==> config.mk <==
export PLATFORM = sky130hd
export DESIGN_NAME = axil_mux
export DESIGN_NICKNAME = d
export VERILOG_FILES = /design/src/rtl/axil_mux.sv
export SDC_FILE = /design/constraint.sdc
export NUM_CORES = 1
export LEC_CHECK = 0
export BUFFER_PORTS_ARGS = -buffer_cell sky130_fd_sc_hd__buf_4
export CORE_AREA = 2 2 170 172
export DETAILED_ROUTE_END_ITERATION = 16
export DIE_AREA = 0 0 172 174
export MAX_ROUTING_LAYER = met4
export PLACE_DENSITY = 0.39
export SLEW_MARGIN = 20
export SYNTH_ARGS = -nofsm -noshare
export SYNTH_HDL_FRONTEND = slang
export SYNTH_SLANG_ARGS = --single-unit
==> constraint.sdc <==
create_clock -name clk_i -period 3.9 [get_ports clk_i]
set_input_delay 0.39 -clock clk_i [delete_from_list [all_inputs] [get_ports clk_i]]
set_output_delay 0.39 -clock clk_i [all_outputs]
set_load 0.03 [all_outputs]
==> src/rtl/axil_mux.sv <==
// N-to-1 AXI-Lite multiplexer: independent round-robin arbitration for the write and read paths,
// one outstanding transaction per path, responses routed only to the slot holding the grant.
module axil_mux #(
    parameter  int slot_num_p             = 2,
    localparam int axil_mosi_bus_width_lp = 32 + 1 + 32 + 4 + 1 + 1 + 32 + 1 + 1,
    localparam int axil_miso_bus_width_lp = 1 + 1 + 2 + 1 + 1 + 32 + 2 + 1
) (
    input  logic                                               clk_i,
    input  logic                                               reset_i,
    input  logic [slot_num_p-1:0][axil_mosi_bus_width_lp-1:0]  s_axil_mux_i,
    output logic [slot_num_p-1:0][axil_miso_bus_width_lp-1:0]  s_axil_mux_o,
    output logic [axil_mosi_bus_width_lp-1:0]                  m_axil_bus_o,
    input  logic [axil_miso_bus_width_lp-1:0]                  m_axil_bus_i
);

    typedef struct packed {
        logic [31:0] awaddr;
        logic        awvalid;
        logic [31:0] wdata;
        logic [3:0]  wstrb;
        logic        wvalid;
        logic        bready;
        logic [31:0] araddr;
        logic        arvalid;
        logic        rready;
    } mosi_t;

    typedef struct packed {
        logic        awready;
        logic        wready;
        logic [1:0]  bresp;
        logic        bvalid;
        logic        arready;
        logic [31:0] rdata;
        logic [1:0]  rresp;
        logic        rvalid;
    } miso_t;

    localparam int sel_w_lp = $clog2(slot_num_p);
    typedef logic [sel_w_lp-1:0] sel_t;

    typedef enum logic [1:0] {W_IDLE, W_REQ, W_RESP} wr_state_t;
    typedef enum logic [1:0] {R_IDLE, R_ADDR, R_RESP} rd_state_t;

    // First requester found when scanning upward from last+1, wrapping to 0.
    function automatic sel_t rr_pick(input logic [slot_num_p-1:0] req, input sel_t last);
        sel_t pick = last;
        for (int k = slot_num_p; k >= 1; k--) begin
            int idx;
            idx = (int'(last) + k) % slot_num_p;
            if (req[idx]) pick = sel_t'(idx);
        end
        return pick;
    endfunction

    mosi_t                 w_up [slot_num_p];
    logic [slot_num_p-1:0] w_awvalid_vec;
    logic [slot_num_p-1:0] w_arvalid_vec;
    miso_t                 w_dn;
    mosi_t                 w_dn_req;
    mosi_t                 w_wr_up;
    mosi_t                 w_rd_up;

    wr_state_t r_wr_state;
    rd_state_t r_rd_state;
    sel_t      r_wr_grant, r_wr_last, r_rd_grant, r_rd_last;
    logic      r_aw_done, r_w_done;
    logic      w_aw_hs, w_w_hs, w_b_hs, w_ar_hs, w_r_hs;

    for (genvar gi = 0; gi < slot_num_p; gi++) begin : g_unpack
        assign w_up[gi]          = mosi_t'(s_axil_mux_i[gi]);
        assign w_awvalid_vec[gi] = w_up[gi].awvalid;
        assign w_arvalid_vec[gi] = w_up[gi].arvalid;
    end

    assign w_dn    = miso_t'(m_axil_bus_i);
    assign w_wr_up = w_up[r_wr_grant];
    assign w_rd_up = w_up[r_rd_grant];

    always_comb begin
        w_dn_req = '0;
        if (r_wr_state == W_REQ) begin
            w_dn_req.awaddr  = w_wr_up.awaddr;
            w_dn_req.awvalid = w_wr_up.awvalid & ~r_aw_done;
            w_dn_req.wdata   = w_wr_up.wdata;
            w_dn_req.wstrb   = w_wr_up.wstrb;
            w_dn_req.wvalid  = w_wr_up.wvalid & ~r_w_done;
        end
        if (r_wr_state == W_RESP) w_dn_req.bready = w_wr_up.bready;
        if (r_rd_state == R_ADDR) begin
            w_dn_req.araddr  = w_rd_up.araddr;
            w_dn_req.arvalid = w_rd_up.arvalid;
        end
        if (r_rd_state == R_RESP) w_dn_req.rready = w_rd_up.rready;
    end

    assign m_axil_bus_o = w_dn_req;

    assign w_aw_hs = w_dn_req.awvalid & w_dn.awready;
    assign w_w_hs  = w_dn_req.wvalid  & w_dn.wready;
    assign w_b_hs  = w_dn_req.bready  & w_dn.bvalid;
    assign w_ar_hs = w_dn_req.arvalid & w_dn.arready;
    assign w_r_hs  = w_dn_req.rready  & w_dn.rvalid;

    always_ff @(posedge clk_i or posedge reset_i) begin
        if (reset_i) begin
            r_wr_state <= W_IDLE;
            r_wr_grant <= '0;
            r_wr_last  <= sel_t'(slot_num_p - 1);
            r_aw_done  <= 1'b0;
            r_w_done   <= 1'b0;
        end else begin
            case (r_wr_state)
                W_IDLE: if (|w_awvalid_vec) begin
                    r_wr_grant <= rr_pick(w_awvalid_vec, r_wr_last);
                    r_wr_state <= W_REQ;
                end
                // AW and W may finish in either order; leave once both have been accepted.
                W_REQ: if ((r_aw_done | w_aw_hs) & (r_w_done | w_w_hs)) begin
                    r_wr_state <= W_RESP;
                    r_aw_done  <= 1'b0;
                    r_w_done   <= 1'b0;
                end else begin
                    if (w_aw_hs) r_aw_done <= 1'b1;
                    if (w_w_hs)  r_w_done  <= 1'b1;
                end
                W_RESP: if (w_b_hs) begin
                    r_wr_last  <= r_wr_grant;
                    r_wr_state <= W_IDLE;
                end
                default: r_wr_state <= W_IDLE;
            endcase
        end
    end

    always_ff @(posedge clk_i or posedge reset_i) begin
        if (reset_i) begin
            r_rd_state <= R_IDLE;
            r_rd_grant <= '0;
            r_rd_last  <= sel_t'(slot_num_p - 1);
        end else begin
            case (r_rd_state)
                R_IDLE: if (|w_arvalid_vec) begin
                    r_rd_grant <= rr_pick(w_arvalid_vec, r_rd_last);
                    r_rd_state <= R_ADDR;
                end
                R_ADDR: if (w_ar_hs) r_rd_state <= R_RESP;
                R_RESP: if (w_r_hs) begin
                    r_rd_last  <= r_rd_grant;
                    r_rd_state <= R_IDLE;
                end
                default: r_rd_state <= R_IDLE;
            endcase
        end
    end

    for (genvar gi = 0; gi < slot_num_p; gi++) begin : g_slot
        miso_t w_rsp;
        always_comb begin
            w_rsp = '0;
            if (r_wr_grant == sel_t'(gi)) begin
                w_rsp.awready = (r_wr_state == W_REQ) & ~r_aw_done & w_dn.awready;
                w_rsp.wready  = (r_wr_state == W_REQ) & ~r_w_done & w_dn.wready;
                if (r_wr_state == W_RESP) begin
                    w_rsp.bvalid = w_dn.bvalid;
                    w_rsp.bresp  = w_dn.bresp;
                end
            end
            if (r_rd_grant == sel_t'(gi)) begin
                w_rsp.arready = (r_rd_state == R_ADDR) & w_dn.arready;
                if (r_rd_state == R_RESP) begin
                    w_rsp.rvalid = w_dn.rvalid;
                    w_rsp.rdata  = w_dn.rdata;
                    w_rsp.rresp  = w_dn.rresp;
                end
            end
        end
        assign s_axil_mux_o[gi] = w_rsp;
    end

endmodule
==> flow_summary.json <==
{
  "outcome": "complete, no violations",
  "final_cell_area_um2": 6430,
  "post_cts_buffers": 0,
  "overflow": 0,
  "synth_top_family_by_area": "multiplexers",
  "clock-sinks": 10,
  "synth_compound_gate_area_share_pct": 4.96,
  "synth.cell_area_um2": 2650,
  "synth-async-reset-ratio_pct": 100,
  "p_per_area_nw_per_um2": 654,
  "cts_root_buffer": "clkbuf_16",
  "holdBufCountCts": 0,
  "drive_gt1_share_pct": 57.5,
  "synth.avg_cell_area_um2": 6.87,
  "dpl_cell_area_um2": 6340,
  "min_period_over_period_pct": 65.7,
  "cp.required_ps": 3510,
  "netlist_instances": 385,
  "core_um2": 28200,
  "synth_edf_count": 0,
  "numCtsBuffers": 3,
  "core.rowCount": 62,
  "ys_types": 37,
  "num_vias": 4305,
  "synth_mux_area_share_pct": 39.8,
  "wl_per_cell_um": 14.8,
  "pwr-share-comb_pct": 87.6,
  "tns_ps": 0,
  "grt_max_degree": 74,
  "slew_violations": 0,
  "die_width_um": 172,
  "fp.dieH_um": 174,
  "max_cap_violations": 0,
  "fillers": 3236,
  "synthFlopType": "dfrtp_1",
  "final_nets": 1054,
  "peakVddDrop_v": 0.000319,
  "clk_pin_slew_ps": 50,
  "p_int_w": 0.00174,
  "yosys.area_share.simple_pct": 39.1,
  "ant_nets": 0,
  "cts_tree": "yes",
  "grt_pass1_wl_mm": 24.2,
  "wl_mm": 17.5,
  "finalHoldViolations": 0,
  "cts_resized": 0,
  "max_slew_margin_pct": 42.3,
  "area_delta_synth_final_pct": 143,
  "r2r_cells": 3,
  "crit_fanout": 55,
  "port_buffers": 439,
  "track_usage_pct": 10.7,
  "dieArea_um2": 29900,
  "worst_skew_pair.late_latency_ps": 240,
  "max_freq_ghz": 0.391,
  "fin_skew_ps": 0.655,
  "worst_pin_slew_ps": 865,
  "clockBufferDepth": 2,
  "synthAdderAreaFrac_pct": 0,
  "via_per_inst": 3.63,
  "timing.final.ws_setup_ps": 1340,
  "antenna_found_initial": 1,
  "synth_seq_cells": 10,
  "seq_area_frac_synth_pct": 9.55,
  "leakage_nw": 3.72,
  "htreeDepth": 1,
  "drtPass1Iterations": 4,
  "grt_setup_unrepaired": "no",
  "drc_errors": 0,
  "rr_startpoint": "r_wr_grant",
  "pre_cts_slack_ps": 1580,
  "clockPowerShare_pct": 5.0,
  "grt_pass1_vias": 4295,
  "start_kind": "flip-flop",
  "rr_endpoint": "r_wr_state[0]",
  "seqPwrFrac_pct": 7.4,
  "yosysWarnings": 0,
  "power_switching_w": 0.00246,
  "cp-end-kind": "output port",
  "period_needed_ps": 2560,
  "place.gp.congestion": 0.750,
  "start_util_pct": 9.37,
  "reg2reg_slack_ps": 1830,
  "synthXorXnorAreaFrac_pct": 0,
  "critPathArrivalTime_ps": 2170,
  "io_pins": 440,
  "drt-initial-drc-count": 101,
  "switching_share_pct": 58.6,
  "min_path_type": "in -> async",
  "hpwl_mm": 15.1,
  "synth_fp_nets": 638,
  "crit_type": "reg -> out",
  "setup_viol": 0
}
-- per-stage QoR --
step / util, % / hold WS, ps / std cells / power, W
2_1_floorplan: - / 229 / 385 / 0.00263
3_3_place_gp: 22.5 / 447 / 1180 / 0.00407
3_5_place_dp: 22.5 / 454 / 1180 / 0.00405
4_1_cts: 22.8 / 199 / 1184 / 0.00427
5_1_grt: 22.8 / 218 / 1185 / 0.00448
6_report: 22.8 / 176 / 1185 / 0.00421
-- how the worst max path moves through the flow --
stage / from / to / slack, ps / cells past startpoint
after CTS: r_wr_grant / m_axil_bus_o[82] / 1320 / 4
final: r_wr_grant / m_axil_bus_o[82] / 1340 / 4
after global routing: r_rd_state[0] / s_axil_mux_o[14] / 1150 / 5
after floorplan: r_wr_state[1] / s_axil_mux_o[40] / 1710 / 3
after global placement: r_wr_grant / m_axil_bus_o[79] / 1580 / 4
after detailed placement: r_wr_grant / m_axil_bus_o[48] / 1580 / 4
-- critical path, stage by stage (launching register included) --
cell and delay, ps:
dfrtp_4 960, buf_4 450, mux2i_1 230, nor2_1 50
buf_4 170
-- cell families after synthesis --
logic type             count (synthesis)
muxes                                105
and+or+nand+nor                      211
AOI/OAI and AO/OA                     18
DFF                                   10
buffers and inverters                 41
-- flip-flops by register name, summed over array words and instances (netlist names) --
signal	cells
r_wr_grant	1
r_wr_last	1
r_rd_grant	1
r_w_done	1
r_aw_done	1
r_rd_last	1
r_rd_state	2
r_wr_state	2
-- power by group through the flow --
stage	sequential [W]	combinational (W)	clock [W]
after floorplan	0.000178	0.00245	0
after global placement	0.000323	0.00375	0
after detailed placement	0.000319	0.00373	0
after CTS	0.000318	0.00374	0.000214
after global routing	0.000329	0.00393	0.000225
final	0.000313	0.00368	0.000210
-- Yosys cell counts (all sizes together) (2+ instances only) --
master,n,area [um2]
nor2,111,417
dfstp,2,52.6
dfrtp,8,200
a21oi,3,15.0
nand2,7,26.3
nor2b,6,37.5
a211oi,2,15.0
mux2i,104,1040
buf,21,100
nand2b,4,25.0
and3,40,250
inv,4,15.0
clkbuf,16,60.1
and2,35,219
a31oi,2,12.5
-- final cells by class --
class | count | area (um2) | area share (%)
Inverter | 4 | 15.0 | 0.233
Sequential cell | 10 | 258 | 4.01
Clock buffer | 4 | 88.8 | 1.38
Multi-Input combinational cell | 334 | 2220 | 34.6
Antenna cell | 1 | 2.50 | 0.0389
Tap cell | 384 | 480 | 7.47
Timing Repair Buffer | 448 | 3360 | 52.3
-- cells in the final DEF, fill, tap and decap left out, types with 2 or more instances in the layout --
cell type,count
and3_1,40
inv_1,4
and2_1,35
nand2b_1,3
nor2b_1,5
a211oi_1,2
clkbuf_16,3
dfstp_2,2
buf_4,448
nor2_1,111
a21oi_1,3
dfrtp_1,6
nand2_1,7
a31oi_1,2
mux2i_1,104
-- per-layer routing --
| metal | share of wire [%] | wire, um | GRT usage (%) |
|---|---|---|---|
| met3 | 10 | 1760 | 2.37 |
| met5 | 0 | 0 | - |
| met1 | 37 | 6460 | 11.2 |
| met4 | 0.47 | 82 | 1.16 |
| met2 | 53 | 9200 | 20.7 |
Power figures use the tool's default switching activity.
